===== src/rtl/rv32i_types.sv =====
// Shared types for the cache/memory path: adaptor state encoding and
// line/beat widths.
package rv32i_types;

   typedef enum logic [1:0] {
      IDLE  = 2'd0,
      READ  = 2'd1,
      WRITE = 2'd2,
      DONE  = 2'd3
   } adaptor_state_t;

   localparam int S_LINE  = 256;
   localparam int S_BURST = 64;

endpackage


===== src/rtl/cacheline_adaptor.sv =====
// Turns one cache-line read/write from the cache into a fixed burst of
// memory beats, then pulses a single-cycle response back to the cache.
module cacheline_adaptor
   import rv32i_types::*;
#(
   parameter  int s_line  = S_LINE,
   parameter  int s_burst = S_BURST,
   localparam int s_beats = s_line / s_burst,
   localparam int beat_w  = $clog2(s_beats),
   localparam int ofs_w   = $clog2(s_line / 8)
) (
   input  logic              clk,
   input  logic              rst,
   input  logic [s_line-1:0] line_i,
   output logic [s_line-1:0] line_o,
   input  logic [31:0]       address_i,
   input  logic              read_i,
   input  logic              write_i,
   output logic              resp_o,
   input  logic [s_burst-1:0] burst_i,
   output logic [s_burst-1:0] burst_o,
   output logic [31:0]       address_o,
   output logic              read_o,
   output logic              write_o,
   input  logic              resp_i
);

   localparam logic [beat_w-1:0] last_beat = beat_w'(s_beats - 1);

   adaptor_state_t    state_r;
   adaptor_state_t    state_next_s;
   logic [beat_w-1:0] beat_r;
   logic [beat_w-1:0] beat_next_s;
   logic [s_line-1:0] line_buf_r;

   // Next-state and beat-count logic.
   always_comb begin
      state_next_s = state_r;
      beat_next_s  = beat_r;
      case (state_r)
         IDLE: begin
            if (write_i) begin
               state_next_s = WRITE;
               beat_next_s  = '0;
            end else if (read_i) begin
               state_next_s = READ;
               beat_next_s  = '0;
            end else begin
               state_next_s = IDLE;
            end
         end
         READ, WRITE: begin
            if (resp_i) begin
               beat_next_s = beat_r + beat_w'(1);
               if (beat_r == last_beat) begin
                  state_next_s = DONE;
               end else begin
                  state_next_s = state_r;
               end
            end else begin
               beat_next_s = beat_r;
            end
         end
         DONE:    state_next_s = IDLE;
         default: state_next_s = IDLE;
      endcase
   end

   // State and beat registers.
   always_ff @(posedge clk or negedge rst) begin
      if (!rst) begin
         state_r <= IDLE;
         beat_r  <= '0;
      end else begin
         state_r <= state_next_s;
         beat_r  <= beat_next_s;
      end
   end

   // Registered handshakes and datapath; strobes follow the next state so
   // they rise one cycle after acceptance and drop on the last ack edge.
   always_ff @(posedge clk or negedge rst) begin
      if (!rst) begin
         read_o     <= 1'b0;
         write_o    <= 1'b0;
         resp_o     <= 1'b0;
         address_o  <= 32'd0;
         burst_o    <= '0;
         line_o     <= '0;
         line_buf_r <= '0;
      end else begin
         read_o  <= (state_next_s == READ);
         write_o <= (state_next_s == WRITE);
         resp_o  <= (state_next_s == DONE);
         case (state_r)
            IDLE: begin
               if (write_i) begin
                  line_buf_r <= line_i;
                  address_o  <= {address_i[31:ofs_w], {ofs_w{1'b0}}};
                  burst_o    <= line_i[s_burst-1:0];
               end else if (read_i) begin
                  address_o  <= {address_i[31:ofs_w], {ofs_w{1'b0}}};
               end
            end
            READ: begin
               if (resp_i) begin
                  line_o[s_burst*int'(beat_r) +: s_burst] <= burst_i;
               end
            end
            WRITE: begin
               // Present the following beat as soon as the current one is acked.
               if (resp_i) begin
                  burst_o <= line_buf_r[s_burst*int'(beat_next_s) +: s_burst];
               end
            end
            default: begin
            end
         endcase
      end
   end

endmodule

===== config.mk =====
export PLATFORM = sky130hd
export DESIGN_NAME = cacheline_adaptor
export DESIGN_NICKNAME = d
export VERILOG_FILES = /design/src/rtl/rv32i_types.sv /design/src/rtl/cacheline_adaptor.sv
export SDC_FILE = /design/constraint.sdc
export NUM_CORES = 1
export LEC_CHECK = 0
export BUFFER_PORTS_ARGS = -buffer_cell sky130_fd_sc_hd__buf_2
export CELL_PAD_IN_SITES_DETAIL_PLACEMENT = 1
export CELL_PAD_IN_SITES_GLOBAL_PLACEMENT = 1
export CORE_ASPECT_RATIO = 0.7
export CORE_MARGIN = 4
export CORE_UTILIZATION = 26
export DETAILED_ROUTE_END_ITERATION = 8
export GPL_TIMING_DRIVEN = 0
export PLACE_DENSITY_LB_ADDON = 0.15
export REMOVE_ABC_BUFFERS = 1
export SETUP_SLACK_MARGIN = 0.4
export SLEW_MARGIN = 20
export SYNTH_ARGS = -nofsm -noshare
export SYNTH_HDL_FRONTEND = slang
export SYNTH_SLANG_ARGS = --single-unit

===== constraint.sdc =====
create_clock -name clk -period 2.96 [get_ports clk]
set_clock_uncertainty 0.15 [all_clocks]
set_input_delay 0.296 -clock clk [delete_from_list [all_inputs] [get_ports clk]]
set_output_delay 0.296 -clock clk [all_outputs]
set_load 0.02 [all_outputs]

==> results of run 1 <==
Yosys cell counts, drive strengths merged:
cell | number | area [µm²]
a22o | 256 | 2242
dfrtp | 610 | 15260
a21bo | 1 | 10.01
o41ai | 64 | 1011
nor4 | 2 | 27.53
inv | 6 | 22.52
nor4bb | 1 | 16.27
nand3 | 5 | 25.02
ha | 10 | 125.1
nand3b | 1 | 7.510
conb | 1 | 3.750
nor2b | 3 | 21.27
nor4b | 3 | 26.28
o21ai | 3 | 18.76
nor2 | 64 | 240.2
nand2 | 67 | 251.5
mux2 | 284 | 3198
a21oi | 3 | 18.77
nor3b | 1 | 18.77
buf | 93 | 511.7
nand4b | 1 | 8.760
and3 | 128 | 800.8
clkbuf | 75 | 284.0
a211oi | 128 | 960.9
o31ai | 3 | 36.28
worst paths after layout:
path / endpoint / slack (ps) / depth (start not counted)
worst max-delay path: burst_o[0]$_DFFE_PN0P_ / 130 / 13
worst min-delay path: burst_o[55]$_DFFE_PN0P_ / 80 / 3
worst max register to register: burst_o[0]$_DFFE_PN0P_ / 130 / 13
worst min register to register: burst_o[55]$_DFFE_PN0P_ / 330 / 2
max in group asynchronous: address_o[5]$_DFFE_PN0P_ / 930 / 6
min in group clk: resp_o$_DFF_PN0_ / 150 / 3
report_power, final:
| group | internal, mW | switching [mW] |
|---|---|---|
| Combinational | 8.84 | 9.39 |
| Clock | 5.05 | 3.80 |
| Sequential | 11.3 | 1.67 |
| Total | 25.2 | 14.9 |
cell type report:
class	count	area, µm²	share of cell area
tap	1261	1578	0.03915
clock buffer	104	2101	0.05213
timing repair buffer	1315	10900	0.2705
antenna	9	22.52	0.0005588
clock inverter	23	209.0	0.005185
inverter	6	28.78	0.0007141
multi-input combinational	1044	10190	0.2529
sequential	610	15270	0.3789
kinds of logic (layout without fill, tap and decap cells):
| kind of cell | count (synthesis) | in the layout |
|---|---|---|
| other cells | 1 | 14 |
| compound gates | 458 | 459 |
| simple gates | 276 | 286 |
| buf+inv | 174 | 1448 |
| fa+ha+maj | 10 | 10 |
| mux | 284 | 284 |
| flops | 610 | 610 |
per-layer routing:
layer,global-route usage,vias to the layer above,share of wire
met2,0.3538,520,0.50
met1,0.2573,11050,0.43
met5,0,-,0.00012
met4,0.06836,2,0.033
li1,-,9318,-
met3,0.04084,189,0.041
worst register-to-register path: stages (launching register included):
cell       delay [ps]
dfrtp_2           410
inv_2              60
ha_4              280
nor4bb_4          240
a21oi_4            60
clkbuf_16         160
buf_16            130
buf_16            130
buf_16            140
buf_6             160
buf_12            160
and3_1            180
a211oi_1          290
o41ai_2           140
state kept, by name, summed over array words and instances, names as in the netlist, 2 cells and up:
register,count
address_o,27
beat_r,2
burst_o,64
line_buf_r,256
line_o,256
state_r,2
what timing repair did:
| action | 4_1_cts | 5_1_grt |
|---|---|---|
| pin swaps | 48 | 43 |
| hold buffers | 354 | 0 |
| cloned | 25 | 12 |
| resized for setup | 201 | 64 |
| setup buffers | 82 | 62 |
| endpoints found under the hold margin | 791 | 0 |
| endpoints found under the setup margin | 448 | 173 |
==> flow_summary.json, run 1 <==
{
  "power.total_mw": 40.08,
  "slew_violations": 0,
  "grt_overflow": 0,
  "crit_required_ps": 3320,
  "total_leakage_power_nw": 19.32,
  "period_share": 0.9569,
  "flow.area_growth_from_synthesis_pct": 60.23,
  "holdCritPathClass": "in -> async",
  "rows": 95,
  "die_width_um": 379.7,
  "setup.worst_path.start": "state_r[0]$_DFF_PN0_",
  "tritoncts.num_buffers": 70,
  "holdWs_ps": 76.25,
  "synthesized_area_fraction_occupied_by_ao_oa_aoi_and_oai_cells": 0.1709,
  "clkSlewWorstSetupHoldPaths_ps": 60,
  "place.gp.congestion": 0.7696,
  "commonest_non_fill_non_tap_cell_in_the_layout": "buf_2",
  "run_status": "complete, no violations",
  "layout-drive-gt1-share": 0.5042,
  "dpl_worst_slack_ps": -1750,
  "worst-path-max-fanout": 10,
  "start_util": 0.2622,
  "floorplan.die.height_um": 268.2,
  "maxCapViolCount": 0,
  "antenna_found_initial": 10,
  "ys.warnings.count": 0,
  "post_synth_inst_count": 1813,
  "crit-reg2reg-launch": "state_r[0]$_DFF_PN0_",
  "synth-seq-area-share": 0.6069,
  "filler_cell_count": 10060,
  "synth-simple-area-share": 0.05741,
  "first_global_vias": 23540,
  "post_synth.cell_area_avg_um2": 13.87,
  "ctsLongestPathBuffers": 3,
  "synthXorXnorAreaFrac": 0,
  "path_buf_inv": 7,
  "die-area_um2": 101900,
  "final.setup.worst_slack_ps": 127.7,
  "endpoint_kind": "register",
  "timing_hold_violations_final": 0,
  "timing.critical_path.from_type": "register",
  "max_freq_mhz": 353.1,
  "grt_start_max_net_pins": 102,
  "vias": 21080,
  "max_slew.worst_pin.slew_ps": 552.2,
  "nets": 3414,
  "setup_viol": 0,
  "power.ir.vdd_worst_mv": 0.6188,
  "dp_cells": 3701,
  "synthesis.area_um2": 25150,
  "io_pins": 712,
  "dr.pass1.iters": 5,
  "worst_slew_margin_rel": 0.6319,
  "crit_path_top_delay_cell": "dfrtp_2",
  "clock_latency_ps": 650,
  "cp_cell_sequence": "inv_2 > ha_4 > nor4bb_4 > a21oi_4 > clkbuf_16 > buf_16 > buf_16 > buf_16 > buf_6 > buf_12 > and3_1 > a211oi_1 > o41ai_2",
  "timing.final.crit_period_ps": 2832,
  "synth_top_family_by_area": "compound AO/OA/AOI/OAI gates",
  "groute.usage.overall": 0.2044,
  "dr.first_iter.drc_count": 896,
  "timing.setup.tns_ps": 0,
  "detailed_place.area_um2": 31100,
  "power_density_nw_per_um2": 994.5,
  "routedWlPerCell_um": 25.17,
  "adder_cell_area_share_of_the_yosys_netlist": 0.004975,
  "worst_path_most_repeated_cell": "buf_16",
  "root_buffer_cell": "clkbuf_16",
  "synth-seq-cells": 610,
  "final_cell_count_no_fill": 4372,
  "critical_path.max_stage_delay_ps": 410,
  "h-tree-depth": 3,
  "count_of_distinct_cell_types_in_the_synthesized_netlist": 36,
  "detailed_place_hpwl_mm": 68.48,
  "tritoncts": "yes",
  "drt_wl_total_mm": 110.0,
  "mux_share_of_post_synthesis_cell_area": 0.1272,
  "drtAntennaViolNets": 0,
  "core_um2": 95920,
  "most_frequent_cells_in_the_layout": "706 x buf_2, 606 x dfrtp_1, 353 x dlygate4sd3_1",
  "wire_length_of_the_first_global_routing_pass_mm": 158.8,
  "critPathKind": "reg -> reg",
  "drc": 0,
  "setup_repair_after_global_routing_missed_its_margin": "yes",
  "cts.sink_count": 610,
  "crit_family": "buffers and inverters",
  "final_cell_area_um2": 40300,
  "port-buffer-count": 701,
  "cp.arrival_ps": 3190,
  "utilization_of_the_core_after_routing": 0.4201,
  "post_drt_via_cell_ratio": 4.821
}
Note: power is estimated with default switching activity, not from simulation.
==> run 2, diff against run 1 <==
--- a/config.mk
+++ b/config.mk
@@ -15,7 +15,7 @@
 export GPL_TIMING_DRIVEN = 0
 export PLACE_DENSITY_LB_ADDON = 0.15
 export REMOVE_ABC_BUFFERS = 1
-export SETUP_SLACK_MARGIN = 0.4
+export SETUP_SLACK_MARGIN = 0.2
 export SLEW_MARGIN = 20
 export SYNTH_ARGS = -nofsm -noshare
 export SYNTH_HDL_FRONTEND = slang
==> flow_summary.json, run 2 (same netlist as run 1, synthesis figures left out) <==
{
  "nets": 3357,
  "flow.area_growth_from_synthesis_pct": 56.76,
  "met2_wire_len_mm": 54.35,
  "period_share": 0.9371,
  "setup_repair_after_global_routing_missed_its_margin": "yes",
  "worst_slew_margin_rel": 0.6131,
  "slew_violations": 0,
  "drc": 0,
  "place.gp.congestion": 0.7696,
  "run_status": "complete, no violations",
  "core_um2": 95920,
  "multi_input_area_um2": 10010,
  "root_buffer_cell": "clkbuf_16",
  "max_slew.worst_pin.slew_ps": 580.4,
  "holdWs_ps": 74.40,
  "routedWlPerCell_um": 24.96,
  "die-area_um2": 101900,
  "dr.first_iter.drc_count": 845,
  "floorplan.die.height_um": 268.2,
  "vias": 20860,
  "setup_viol": 0,
  "timing.final.crit_period_ps": 2774,
  "r2r_end": "burst_o[41]$_DFFE_PN0P_",
  "antenna_found_initial": 11,
  "cp.arrival_ps": 3160,
  "power.ir.vdd_worst_mv": 0.6186,
  "crit_required_ps": 3350,
  "final_cell_count_no_fill": 4317,
  "detailed_place_hpwl_mm": 68.48,
  "clkSlewWorstSetupHoldPaths_ps": 60,
  "tritoncts": "yes",
  "largestRegisters": "line_buf_r: 256 flops, line_o: 256 flops, burst_o: 64 flops",
  "die_width_um": 379.7,
  "drt_wl_total_mm": 107.8,
  "groute.usage.overall": 0.2014,
  "clock_latency_ps": 650,
  "filler_cell_count": 10100,
  "timing.critical_path.from_type": "register",
  "grt_start_max_net_pins": 102,
  "drtAntennaViolNets": 0,
  "dp_cells": 3701,
  "first_global_vias": 23490,
  "wl_met1_mm": 45.53,
  "topRoutingLayerUsed": "met5",
  "start_util": 0.2622,
  "worst-path-max-fanout": 7,
  "total_leakage_power_nw": 18.90,
  "grt_overflow": 0,
  "power.total_mw": 39.34,
  "dr.pass1.iters": 5,
  "h-tree-depth": 3,
  "rows": 95,
  "ff2ff_path_depth": 13,
  "layout-drive-gt1-share": 0.4890,
  "power_density_nw_per_um2": 997.7,
  "seq_area_um2": 15270,
  "holdCritPathClass": "in -> async",
  "port-buffer-count": 701,
  "timing_hold_violations_final": 0,
  "most_frequent_cells_in_the_layout": "708 x buf_2, 606 x dfrtp_1, 353 x dlygate4sd3_1",
  "reg2reg_setup_slack_ps": 190,
  "endpoint_kind": "register",
  "post_drt_via_cell_ratio": 4.832,
  "detailroute.wirelength.met3_mm": 4.430,
  "wire_length_of_the_first_global_routing_pass_mm": 156.8,
  "cts.sink_count": 610,
  "critPathKind": "reg -> reg",
  "maxCapViolCount": 0,
  "io_pins": 712,
  "max_freq_mhz": 360.5,
  "timing.setup.tns_ps": 0,
  "commonest_non_fill_non_tap_cell_in_the_layout": "buf_2",
  "ctsLongestPathBuffers": 3,
  "tritoncts.num_buffers": 70,
  "crit-reg2reg-launch": "state_r[0]$_DFF_PN0_"
}
-- run 2: changes by cell type in the layout (fill, tap and decap cells not counted), sizes merged --
| cell | previous run | this run |
|---|---|---|
| bufbuf | 6 | 7 |
| nand2 | 73 | 70 |
| buf | 946 | 888 |
| diode | 9 | 11 |
| clkbuf | 114 | 117 |
-- run 2: repair_timing --
| item | 4_1_cts | 5_1_grt |
|---|---|---|
| hold buffers | 354 | 0 |
| cloned | 20 | 13 |
| pin swaps | 28 | 21 |
| endpoints found under the setup margin | 432 | 132 |
| hold endpoints to repair | 791 | 0 |
| resized for setup | 129 | 59 |
| setup buffers | 63 | 28 |
-- run 2: routing by layer --
metal | vias to the layer above | GRT usage
met5 | - | 0
met4 | 2 | 0.07064
met3 | 179 | 0.04115
met2 | 478 | 0.3476
met1 | 10980 | 0.2526
li1 | 9219 | -
-- run 2: worst max-delay path by stage --
stage | from | endpoint | slack [ps] | cells after the start
global route | state_r[0]$_DFF_PN0_ | burst_o[37]$_DFFE_PN0P_ | 80 | 13
finish | state_r[0]$_DFF_PN0_ | burst_o[41]$_DFFE_PN0P_ | 190 | 13
detailed placement | beat_r[0]$_DFF_PN0_ | line_o[171]$_DFFE_PN0P_ | -1750 | 15
CTS | state_r[1]$_DFF_PN0_ | burst_o[41]$_DFFE_PN0P_ | 160 | 13
global placement | state_r[0]$_DFF_PN0_ | burst_o[0]$_DFFE_PN0P_ | -15240 | 5
floorplan | state_r[0]$_DFF_PN0_ | burst_o[0]$_DFFE_PN0P_ | -8300 | 5
-- run 2: layout make-up --
class	instances	area share
antenna	11	0.0006981
tap	1261	0.04002
multi-input combinational	1041	0.2540
sequential	610	0.3873
clock buffer	104	0.05328
timing repair buffer	1261	0.2587
clock inverter	23	0.005300
inverter	6	0.0007299
-- run 2: worst max-delay path, cell delays in order, from the launching register on --
cell       delay [ps]
dfrtp_2           420
inv_2              70
ha_4              280
nor4bb_4          240
a21oi_4            70
clkbuf_16         170
buf_16            120
buf_16            130
buf_16            140
nand2_8           150
buf_8             170
buf_16            150
a211oi_2           80
o41ai_2           330
-- run 2: power by group --
| group | switching, mW | internal (mW) | total [mW] |
|---|---|---|---|
| registers | 1.63 | 11.3 | 12.9 |
| clock network | 3.80 | 5.05 | 8.85 |
| logic | 9.05 | 8.49 | 17.5 |
-- run 2: stage by stage --
stage,util,instance area [µm²],setup WS [ps]
floorplan,-,24370,-8297
global placement,0.3071,29460,-15240
detailed placement,0.3243,31100,-1750
CTS,0.4019,38550,164.9
global route,0.4110,39420,84.54
finish,0.4110,39430,186.2
==> run 3, diff against run 2 <==
--- a/config.mk
+++ b/config.mk
@@ -8,12 +8,12 @@
 export BUFFER_PORTS_ARGS = -buffer_cell sky130_fd_sc_hd__buf_2
 export CELL_PAD_IN_SITES_DETAIL_PLACEMENT = 1
 export CELL_PAD_IN_SITES_GLOBAL_PLACEMENT = 1
-export CORE_ASPECT_RATIO = 0.7
+export CORE_ASPECT_RATIO = 0.5
 export CORE_MARGIN = 4
-export CORE_UTILIZATION = 26
+export CORE_UTILIZATION = 40
 export DETAILED_ROUTE_END_ITERATION = 8
 export GPL_TIMING_DRIVEN = 0
-export PLACE_DENSITY_LB_ADDON = 0.15
+export PLACE_DENSITY_LB_ADDON = 0.08
 export REMOVE_ABC_BUFFERS = 1
 export SETUP_SLACK_MARGIN = 0.2
 export SLEW_MARGIN = 20
==> flow_summary.json, run 3 (same netlist as run 1, synthesis figures left out) <==
{
  "run_status": "complete, no violations",
  "timing.final.crit_period_ps": 2754,
  "max_freq_mhz": 363.0,
  "holdWs_ps": 70.17,
  "floorplan.die.height_um": 185.3,
  "final_cell_area_um2": 37050,
  "timing.critical_path.from_type": "register",
  "rows": 64,
  "worst-path-max-fanout": 13,
  "drtAntennaViolNets": 0,
  "start_util": 0.4079,
  "timing_hold_violations_final": 0,
  "commonest_non_fill_non_tap_cell_in_the_layout": "buf_2",
  "max_slew.worst_pin.slew_ps": 717.9,
  "ctsLongestPathBuffers": 3,
  "tritoncts.num_buffers": 56,
  "layout-drive-gt1-share": 0.4568,
  "endpoint_kind": "register",
  "r2r_end": "burst_o[22]$_DFFE_PN0P_",
  "cp.arrival_ps": 3110,
  "wire_length_of_the_first_global_routing_pass_mm": 142.8,
  "tritoncts": "yes",
  "port-buffer-count": 701,
  "die-area_um2": 67200,
  "largestRegisters": "line_buf_r: 256 flops, line_o: 256 flops, burst_o: 64 flops",
  "drc": 0,
  "most_frequent_cells_in_the_layout": "710 x buf_2, 606 x dfrtp_1, 349 x dlygate4sd3_1",
  "filler_cell_count": 6177,
  "clock_latency_ps": 620,
  "reg2reg_setup_slack_ps": 210,
  "crit-reg2reg-launch": "state_r[1]$_DFF_PN0_",
  "detailed_place_hpwl_mm": 57.76,
  "grt_overflow": 0,
  "detailed_place.area_um2": 30380,
  "worst_slew_margin_rel": 0.5196,
  "vias": 20730,
  "nets": 3276,
  "drt_wl_total_mm": 99.03,
  "flow.area_growth_from_synthesis_pct": 47.29,
  "dr.first_iter.drc_count": 1138,
  "core_um2": 61660,
  "grt_start_max_net_pins": 92,
  "cts.sink_count": 610,
  "holdCritPathClass": "in -> async",
  "period_share": 0.9306,
  "io_pins": 712,
  "total_leakage_power_nw": 18.07,
  "slew_violations": 0,
  "power.ir.vdd_worst_mv": 0.4662,
  "place.gp.congestion": 0.7728,
  "die_width_um": 362.6,
  "ff2ff_path_depth": 11,
  "dr.pass1.iters": 4,
  "setup_repair_after_global_routing_missed_its_margin": "yes",
  "root_buffer_cell": "clkbuf_16",
  "setup_viol": 0,
  "antenna_found_initial": 13,
  "routedWlPerCell_um": 26.14,
  "post_drt_via_cell_ratio": 5.470,
  "maxCapViolCount": 0,
  "first_global_vias": 22960,
  "clkSlewWorstSetupHoldPaths_ps": 70,
  "utilization_of_the_core_after_routing": 0.6008,
  "groute.usage.overall": 0.2765,
  "critPathKind": "reg -> reg",
  "h-tree-depth": 2,
  "crit_required_ps": 3310,
  "power_density_nw_per_um2": 976.3
}
run 3: critical path, stage by stage, from the launching register on:
cell	delay (ps)
dfrtp_2	450
inv_2	130
ha_4	230
nor2b_4	150
o21ai_4	210
buf_16	140
buf_16	160
nand2_8	70
buf_4	150
bufbuf_16	290
a211oi_1	360
o41ai_2	120
run 3: routing by layer:
metal  share of wire  vias up  track usage
met5               0        -            0
met4           0.040        0       0.1243
met3           0.041      208      0.05098
met2            0.52      563       0.4959
met1            0.40    10930       0.3270
li1                -     9026            -
run 3: worst max path at each step:
| stage | cells past startpoint | slack, ps | from | endpoint |
|---|---|---|---|---|
| finish | 11 | 210 | state_r[1]$_DFF_PN0_ | burst_o[22]$_DFFE_PN0P_ |
| global route | 11 | 130 | beat_r[0]$_DFF_PN0_ | line_o[171]$_DFFE_PN0P_ |
| global placement | 5 | -14360 | state_r[1]$_DFF_PN0_ | burst_o[2]$_DFFE_PN0P_ |
| floorplan | 5 | -8300 | state_r[0]$_DFF_PN0_ | burst_o[0]$_DFFE_PN0P_ |
| CTS | 10 | 170 | beat_r[1]$_DFF_PN0_ | line_o[116]$_DFFE_PN0P_ |
| detailed placement | 11 | -920 | state_r[0]$_DFF_PN0_ | burst_o[0]$_DFFE_PN0P_ |
run 3: layout make-up:
cell class	instances	area, µm²	area share
repair buffers	1195	9220	0.2489
clock buffers	87	1658	0.04475
multi-input cells	1040	9628	0.2599
inverters	6	28.78	0.0007768
flip-flops and latches	610	15270	0.4123
well taps	825	1032	0.02786
clock inverters	13	173.9	0.004695
diodes	13	32.53	0.0008781
run 3: report_power, final:
| part | internal (mW) | leakage (nW) | total, mW | switching, mW |
|---|---|---|---|---|
| Sequential | 11.3 | 7.69 | 12.9 | 1.59 |
| Combinational | 7.44 | 9.48 | 15.7 | 8.27 |
| Clock | 4.12 | 0.902 | 7.55 | 3.44 |
| Total | 22.9 | 18.1 | 36.2 | 13.3 |
run 3: through the flow:
| stage | worst slack (ps) | total power, mW | setup TNS (ps) | cells |
|---|---|---|---|---|
| 2_1_floorplan | -8297 | 19.07 | -2638910 | 1649 |
| 3_3_place_gp | -14360 | 20.63 | - | 3175 |
| 3_5_place_dp | -922.1 | 26.12 | -124470 | 3255 |
| 4_1_cts | 168.2 | 35.34 | 0 | 3749 |
| 5_1_grt | 130.9 | 37.95 | 0 | 3789 |
| 6_report | 205.5 | 36.17 | 0 | 3789 |
run 3: repair_timing:
action,4_1_cts,5_1_grt
endpoints found under the hold margin,856,0
buffers inserted,30,20
cloned,15,7
endpoints found under the setup margin,365,146
resized for setup,50,32
pin swaps,16,10
hold buffers,349,0
